--- config.mk ---
export PLATFORM = sky130hd
export DESIGN_NAME = cpu_core_flat
export DESIGN_NICKNAME = d
export VERILOG_FILES = /design/src/rtl/cpu_pkg.sv /design/src/rtl/single_port_ram_port_if.sv /design/src/rtl/register_bank.sv /design/src/rtl/cpu_core.sv /design/src/flat_wrapper.sv
export SDC_FILE = /design/constraint.sdc
export NUM_CORES = 2
export LEC_CHECK = 0
export BUFFER_PORTS_ARGS = -buffer_cell sky130_fd_sc_hd__buf_2
export CAP_MARGIN = 20
export CORE_MARGIN = 8
export CORE_UTILIZATION = 40
export DETAILED_ROUTE_END_ITERATION = 8
export PLACE_DENSITY = 0.67
export SYNTH_ARGS = -nofsm -noshare
export SYNTH_HDL_FRONTEND = slang
export SYNTH_SLANG_ARGS = --single-unit
export TNS_END_PERCENT = 30
--- constraint.sdc ---
create_clock -name clock -period 16.15 [get_ports clock]
set_input_delay 0 -clock clock [delete_from_list [all_inputs] [get_ports clock]]
set_output_delay 0 -clock clock [all_outputs]
set_load 0.05 [all_outputs]
--- src/rtl/cpu_pkg.sv ---
// Shared types and constants for the cpu_core slice.
// - state_t  : FSM state encoding (FETCH, DECODE, EXECUTE, HALT)
// - opcode_t : instruction opcodes; values C..E have no entry and execute as NOP
// - Instruction field positions, datapath and address widths
package cpu_pkg;

  localparam int unsigned DATA_W    = 32;
  localparam int unsigned ADDR_W    = 8;
  localparam int unsigned PC_W      = 16;
  localparam int unsigned NUM_REGS  = 16;
  localparam int unsigned REG_IDX_W = 4;

  localparam int unsigned OPC_MSB = 31;
  localparam int unsigned OPC_LSB = 28;
  localparam int unsigned RD_MSB  = 27;
  localparam int unsigned RD_LSB  = 24;
  localparam int unsigned RS1_MSB = 23;
  localparam int unsigned RS1_LSB = 20;
  localparam int unsigned RS2_MSB = 19;
  localparam int unsigned RS2_LSB = 16;
  localparam int unsigned IMM_MSB = 15;
  localparam int unsigned IMM_LSB = 0;

  typedef enum logic [1:0] {
    FETCH   = 2'd0,
    DECODE  = 2'd1,
    EXECUTE = 2'd2,
    HALT    = 2'd3
  } state_t;

  typedef enum logic [3:0] {
    OP_NOP  = 4'h0,
    OP_ADD  = 4'h1,
    OP_SUB  = 4'h2,
    OP_AND  = 4'h3,
    OP_OR   = 4'h4,
    OP_XOR  = 4'h5,
    OP_SLL  = 4'h6,
    OP_SRL  = 4'h7,
    OP_ADDI = 4'h8,
    OP_SLT  = 4'h9,
    OP_JMP  = 4'hA,
    OP_BEQ  = 4'hB,
    OP_HALT = 4'hF
  } opcode_t;

  // Opcodes that produce a value for rd.
  function automatic logic writes_rd(opcode_t op);
    case (op)
      OP_ADD, OP_SUB, OP_AND, OP_OR, OP_XOR,
      OP_SLL, OP_SRL, OP_ADDI, OP_SLT: return 1'b1;
      default:                         return 1'b0;
    endcase
  endfunction

endpackage

--- src/rtl/single_port_ram_port_if.sv ---
// Bus between the CPU and a single-port synchronous-read RAM.
// - addr  : read/write address (CPU -> RAM)
// - wdata : write data (CPU -> RAM)
// - we    : write enable (CPU -> RAM)
// - rdata : read data, valid one cycle after addr (RAM -> CPU)
interface single_port_ram_port_if #(
  parameter int ADDR_WIDTH = 8,
  parameter int DATA_WIDTH = 32
);
  logic [ADDR_WIDTH-1:0] addr;
  logic [DATA_WIDTH-1:0] wdata;
  logic                  we;
  logic [DATA_WIDTH-1:0] rdata;

  modport CPU (output addr, output wdata, output we, input rdata);
  modport RAM (input addr, input wdata, input we, output rdata);
endinterface

--- src/rtl/register_bank.sv ---
// 16 x 32 register file.
// - clock, reset          : system clock, synchronous active-high reset (clears all entries)
// - rd_addr_a / rd_data_a : asynchronous read port A
// - rd_addr_b / rd_data_b : asynchronous read port B
// - wr_en, wr_addr, wr_data : synchronous write port; writes to R0 are dropped
// R0 reads as zero regardless of the array contents.
module register_bank
  import cpu_pkg::*;
(
  input  logic                 clock,
  input  logic                 reset,
  input  logic [REG_IDX_W-1:0] rd_addr_a,
  output logic [DATA_W-1:0]    rd_data_a,
  input  logic [REG_IDX_W-1:0] rd_addr_b,
  output logic [DATA_W-1:0]    rd_data_b,
  input  logic                 wr_en,
  input  logic [REG_IDX_W-1:0] wr_addr,
  input  logic [DATA_W-1:0]    wr_data
);

  logic [DATA_W-1:0] regs [0:NUM_REGS-1];

  // Reset takes priority so an instruction cut short by reset never commits.
  always_ff @(posedge clock) begin
    if (reset) begin
      for (int unsigned i = 0; i < NUM_REGS; i++) begin
        regs[i[REG_IDX_W-1:0]] <= '0;
      end
    end else if (wr_en && (wr_addr != '0)) begin
      regs[wr_addr] <= wr_data;
    end
  end

  assign rd_data_a = (rd_addr_a == '0) ? '0 : regs[rd_addr_a];
  assign rd_data_b = (rd_addr_b == '0) ? '0 : regs[rd_addr_b];

endmodule

--- src/rtl/cpu_core.sv ---
// Multi-cycle 32-bit register CPU: FETCH -> DECODE -> EXECUTE per instruction,
// instructions read from a word-addressed synchronous RAM (never written).
// - clock    : system clock, rising edge
// - reset    : synchronous, active-high
// - mem_port : CPU side of the RAM bus; addr = PC[7:0], wdata/we tied to 0
module cpu_core
  import cpu_pkg::*;
(
  input  logic                    clock,
  input  logic                    reset,
  single_port_ram_port_if.CPU     mem_port
);

  state_t                 current_state;
  logic [PC_W-1:0]        pc;
  logic [DATA_W-1:0]      instrucao_atual;

  opcode_t                op;
  logic [REG_IDX_W-1:0]   rd, rs1, rs2;
  logic [15:0]            imm16;
  logic [DATA_W-1:0]      opa, opb, result;
  logic [PC_W-1:0]        next_pc;
  logic                   wr_en;

  assign op    = opcode_t'(instrucao_atual[OPC_MSB:OPC_LSB]);
  assign rd    = instrucao_atual[RD_MSB:RD_LSB];
  assign rs1   = instrucao_atual[RS1_MSB:RS1_LSB];
  assign rs2   = instrucao_atual[RS2_MSB:RS2_LSB];
  assign imm16 = instrucao_atual[IMM_MSB:IMM_LSB];

  // BEQ compares rd against rs1, so port B is steered to rd for that opcode.
  register_bank rb_inst (
    .clock     (clock),
    .reset     (reset),
    .rd_addr_a (rs1),
    .rd_data_a (opa),
    .rd_addr_b ((op == OP_BEQ) ? rd : rs2),
    .rd_data_b (opb),
    .wr_en     (wr_en),
    .wr_addr   (rd),
    .wr_data   (result)
  );

  assign wr_en = (current_state == EXECUTE) && writes_rd(op);

  always_comb begin
    result = '0;
    case (op)
      OP_ADD:  result = opa + opb;
      OP_SUB:  result = opa - opb;
      OP_AND:  result = opa & opb;
      OP_OR:   result = opa | opb;
      OP_XOR:  result = opa ^ opb;
      OP_SLL:  result = opa << opb[4:0];
      OP_SRL:  result = opa >> opb[4:0];
      OP_ADDI: result = opa + {{16{imm16[15]}}, imm16};
      OP_SLT:  result = {31'b0, ($signed(opa) < $signed(opb))};
      default: result = '0;
    endcase
  end

  always_comb begin
    next_pc = pc + 16'd1;
    case (op)
      OP_JMP:  next_pc = imm16;
      OP_BEQ:  if (opb == opa) next_pc = imm16;
      OP_HALT: next_pc = pc;
      default: ;
    endcase
  end

  always_ff @(posedge clock) begin
    if (reset) begin
      current_state   <= FETCH;
      pc              <= '0;
      instrucao_atual <= '0;
    end else begin
      case (current_state)
        FETCH:   current_state <= DECODE;
        DECODE: begin
          instrucao_atual <= mem_port.rdata;
          current_state   <= EXECUTE;
        end
        EXECUTE: begin
          pc            <= next_pc;
          current_state <= (op == OP_HALT) ? HALT : FETCH;
        end
        default: current_state <= HALT;
      endcase
    end
  end

  assign mem_port.addr  = pc[ADDR_W-1:0];
  assign mem_port.wdata = '0;
  assign mem_port.we    = 1'b0;

endmodule

--- src/flat_wrapper.sv ---
// flat-port wrapper written by rule: the top's interface ports become plain ports
module cpu_core_flat import cpu_pkg::*;
  (clock, reset, mem_port_addr, mem_port_wdata, mem_port_we, mem_port_rdata);
  single_port_ram_port_if #(.ADDR_WIDTH(8), .DATA_WIDTH(32)) mem_port_i ();
  input  logic clock;
  input  logic reset;
  output wire logic [$bits(mem_port_i.addr)-1:0] mem_port_addr;
  output wire logic [$bits(mem_port_i.wdata)-1:0] mem_port_wdata;
  output wire logic [$bits(mem_port_i.we)-1:0] mem_port_we;
  input wire logic [$bits(mem_port_i.rdata)-1:0] mem_port_rdata;
  assign mem_port_addr = mem_port_i.addr;
  assign mem_port_wdata = mem_port_i.wdata;
  assign mem_port_we = mem_port_i.we;
  assign mem_port_i.rdata = mem_port_rdata;
  cpu_core u_core (.clock(clock), .reset(reset), .mem_port(mem_port_i));
endmodule
======== Word level (Yosys, flattened, before mapping) ========
Memory sizes are Yosys's and may differ from the RTL's. A register that Yosys moved wholly into a read port is not among the register bits.
Cells that the tools add are included.
W data, S select, Z words.
operators by class
  $add $sub $neg .......................... 4
  magnitude comparators ................... 1
  equal/unequal tests ..................... 15
  shift operators ......................... 2
  multiplexer cells ....................... 20
  bitwise logic cells ..................... 4
  reduce and logical (&&, ||, !) cells .... 8
operators by type and width
  operator                 number
  $pmux W32 S9             1
  $mux W32                 3
  $add A32 B32 Y32         2
  $pmux W16 S3             1
  $and A32 B32 Y32         1
  $eq A32 B32 Y1           1
  $lt A32 B32 Y1           1
  $or A32 B32 Y32          1
  $reduce_or A32 Y1        1
  $shl A32 B5 Y32          1
  $shr A32 B5 Y32          1
  $sub A32 B32 Y32         1
  $xor A32 B32 Y32         1
  $mux W4                  6
  $eq A4 B4 Y1 const B     5
  $add A16 B1 Y16 const B  1
  $eq A4 B3 Y1 const B     4
  $mux W16                 1
  $eq A4 B2 Y1 const B     2
  $logic_not A4 Y1         2
  $mux W1                  6
  $pmux W2 S3              1
  $eq A4 B1 Y1 const B     1
  $reduce_bool A4 Y1       1
  7 further kinds          8
storage, ports and cells
  register bits after elaboration ......... 50
  bits in writable memories ............... 512
  bits in read-only memories .............. 16
  input bits .............................. 34
  output and inout bits ................... 41
  word-level logic and storage cells ...... 59
  memories kept ........................... 2
memory list
  name                 depth  bits a word  read ports  clocked after Yosys merged registers in  write ports  line                 source
  u_core.rb_inst.regs  16     32           2           1                                        16           register_bank.sv:21  logic [DATA_W-1:0] regs [0:NUM_REGS-1];
  (no name shown)      16     1            1           1                                        0            cpu_pkg.sv:49        case (op)

======== Longest topological paths before layout ========
  depth in word-level cells ............... 8
  depth in mapped cells ................... 26
  depth with buffers taken out ............ 19

======== Cells and area by module ========
Synthesis repeated with hierarchy kept, for this count alone.
unflattened totals
  cells, all modules ...................... 3346
  area, all modules ....................... 36115.9 µm²
modules (own cells, without submodules)
  module         times used  cells each  area each (µm²)  sequential area each (µm²)
  register_bank  1           1778        25572.0          14443.9
  cpu_core       1           1568        10543.9          860.8

======== Worst setup path before layout ========
OpenSTA, ideal clock, no wires.
  kind .................................... register to register
  start point ............................. register u_core.instrucao_atual[31]
  end point ............................... memory u_core.rb_inst.regs[12][30] (data pin)
  setup time .............................. 0.270 ns
  arrival time ............................ 5.852 ns
  data required time ...................... 15.880 ns
  path slack .............................. 10.027 ns
  cell stages (with the launch flop) ...... 26
  buffers on the path ..................... 7
  clock period less this slack ............ 6.123 ns
  cell sequence ........................... dfxtp_1 and4b_1 buf_6 mux2_2 buf_2 buf_1 clkbuf_1 buf_1 mux2i_1 o21ai_0 o21ai_0 a31oi_1 inv_1 ha_1 clkbuf_1 a21o_1 a21o_1 a21o_1 a2111oi_0 nor4b_1 o32a_1 a21oi_1 o21ai_0 a221oi_1 clkbuf_1 a21oi_1
RTL lines
  item                    line                 source
  from (decl)             cpu_core.sv:16       logic [DATA_W-1:0] instrucao_atual;
  from (signal assigned)  cpu_core.sv:81       instrucao_atual <= mem_port.rdata;
  to (decl)               register_bank.sv:21

==> run summary <==
cells after synthesis: 3605
Clock Tree Root: clkbuf_16
post-route cell area: 42900 µm²
DR DRC count: 0
via count: 33732
Setup CP Type: reg -> reg
PortBufs: 41
routed vias/inst: 6.81
routed len/inst: 31.5 µm
Pwr per Cell Area: 108 nW/µm²
Arr. time, crit path: 9.14 ns
drt total wl: 156000 µm
final setup fails: 0
post-route setup slack: 7.36 ns
Clock Sinks: 559
First DRT Iteration DRCs: 5308
flops & latches, synth: 559
largest net degree at the start of global routing: 117
Top FF cell, synth: edfxtp_1
non-filler cells, final: 4951
Longest Clk Path Bufs: 3
VDD IR max: 0.0840 mV
crit end category: register
Slew HR: 0.0847
Die H: 326 µm
first-pass GRT wire length: 223000 µm
Worst Path Required: 16.50 ns
Layout area overhead: 11.4%
total I/O pin count: 75
worst hold path type: in -> reg
routability-driven placement congestion ratio: 1.01
Final ANT Viol Nets: 0
Slew @ Worst Pin: 1.37 ns
largest family of logic cells by synthesized area: compound AO/OA/AOI/OAI gates
Synth Area in Simple Gates: 0.0836
vias in the first global route: 32496
syn_area_per_cell: 10.7 µm²
ANT cells: 0
cts bufs inserted: 57
crit path time final: 8.79 ns
Placed Cells: 4776
Die Span X: 326 µm
most frequent cells in the layout: a21oi_1, edfxtp_1, nand2_1, mux2i_1, mux4_2
DP Wirelength: 97600 µm
TritonRoute pass-1 iters: 6
Final period util: 0.544
initial antenna violation count: 1
CP Max Fanout: 58
Final Hold Vio Count: 0
area share of fa/ha/maj cells after synthesis: 0.0430
Core Rows: 114
Critical Path Start Type: register
placed cell area: 40300 µm²
Initial Utilization: 0.401
ys async rst share: 0
post-synthesis sequential area ratio: 0.424
EDFF count, synth: 512
Distinct cells, synth: 94
Mapped Area: 38500 µm²
Max Freq: 114 MHz
Placement Setup Slack: 7.60 ns
Syn. warnings: 0
total power: 4.62 mW
fraction of layout cells with a size suffix above 1: 0.170
setup TNS: 0 ns
Final Slew Violations: 0
status: complete, no violations
clk_skew: 0.0358 ns
Lkg Pwr: 14.8 nW
worst-skew pair later-pin latency: 0.66 ns
die area: 106000 µm²
post-synthesis mux area share: 0.172
unrepaired setup endpoints after global routing: false
compound-cell area share of the yosys netlist: 0.217
CTS tree: done
GRT Total Usage: 0.280
Nets: 3793
Worst-path clk slew: 0.06 ns
H-tree level count: 2
XOR/XNOR share of the synthesized area: 0.00864
core area: 96000 µm²
postcts setup bufs: 0
most common cell after layout, fill and taps aside: a21oi_1
Overflow after GRT: 0
Max-Cap Viols: 0
-- stage by stage --
| stage | hold slack (ns) | utilization |
|---|---|---|
| 5_1_grt | 0.203 | 0.447 |
| 2_1_floorplan | 0.0811 | - |
| 4_1_cts | 0.167 | 0.446 |
| 3_3_place_gp | 0.242 | 0.420 |
| 6_report | 0.201 | 0.447 |
| 3_5_place_dp | 0.245 | 0.420 |
-- worst max-delay path: stages (launching register included) --
cell and delay [ns]:
dfxtp_1 0.61, and4b_1 0.29, buf_4 0.42, mux2_8 0.70
buf_4 0.77, mux2i_1 0.19, a221oi_1 0.70, o21a_1 0.22
buf_4 0.40, inv_2 0.09, o21ai_0 0.19, ha_1 0.31
a21oi_1 0.27, o21ai_0 0.25, a211oi_1 0.46, buf_4 0.23
o221ai_1 0.17, a31oi_1 0.23, mux2i_1 0.32, o311ai_0 0.27
a211oi_2 1.02, a21oi_1 0.18
-- Yosys cell counts (all sizes together), types with 15 or more instances --
cell       n  area share
and3      16      0.0026
o211ai    42      0.0082
a22oi     57       0.011
dfxtp     47       0.024
nand3     52      0.0068
nor4      15      0.0030
edfxtp   512        0.40
mux2      37       0.011
nor2b     34      0.0055
o22ai     29      0.0047
mux4     182        0.11
nand2    286       0.028
o21a      19      0.0037
a221oi    33      0.0093
a211oi    42      0.0092
a21o      53       0.010
nor2     120       0.012
a31oi     38      0.0066
clkbuf   194       0.019
nand2b    46      0.0075
buf      159       0.024
inv       98      0.0096
o221ai    26      0.0061
a21oi    676       0.089
o22a      15      0.0034
o21ai    152       0.020
a2111oi   19      0.0076
mux2i    208       0.054
xnor2     25      0.0057
ha       129       0.042
nor3      34      0.0045
-- state kept, by name (all words and copies together), names as in the netlist, named ones only --
| register | count |
|---|---|
| u_core.rb_inst.regs | 512 |
| u_core.instrucao_atual | 32 |
| u_core.pc | 8 |
| u_core.current_state | 2 |
-- cells by family (layout without fill, tap and decap cells) --
logic type / count (synthesis) / count (layout)
xor+xnor: 38 / 38
fa+ha+maj: 131 / 131
buf+inv: 451 / 457
other cells: 1 / 65
compound gates: 1320 / 1320
simple gates: 678 / 678
mux: 427 / 427
flops: 559 / 559
-- where the power goes --
| part | switching (mW) | internal, mW | leakage (nW) | total [mW] |
|---|---|---|---|---|
| Clock | 0.590 | 0.778 | 0.925 | 1.37 |
| Combinational | 1.07 | 0.515 | 8.19 | 1.59 |
| Sequential | 0.0375 | 1.63 | 5.65 | 1.67 |
-- worst paths after layout --
path	startpoint	end	slack (ns)	cells past startpoint
min	mem_port_rdata[22]	register	0.20	4
min reg2reg	u_core.instrucao_atual[20]	register	0.48	2
max reg2reg	u_core.instrucao_atual[28]	u_core.rb_inst.regs[2][21]	7.36	21
max	u_core.instrucao_atual[28]	u_core.rb_inst.regs[2][21]	7.36	21
-- per-layer routing --
layer | global-route usage | wire (µm) | up-vias
li1 | - | - | 13978
met1 | 0.352 | 56200 | 16501
met2 | 0.430 | 68000 | 2642
met3 | 0.0892 | 21800 | 611
met4 | 0.144 | 10000 | 0
met5 | 0 | 0 | -
-- final cells by class --
type,count,area [µm²]
Multi-Input combinational cell,2659,20700
Tap cell,1276,1600
Fill cell,8985,53100
Clock inverter,35,385
Inverter,98,370
Sequential cell,559,16300
Timing Repair Buffer,253,1980
Clock buffer,71,1510
-- timing repair --
item	4_1_cts	5_1_grt
hold buffers	58	0
resized for setup	0	0
endpoints found under the hold margin	53	0
No activity file was read; power rests on OpenSTA's default activity.
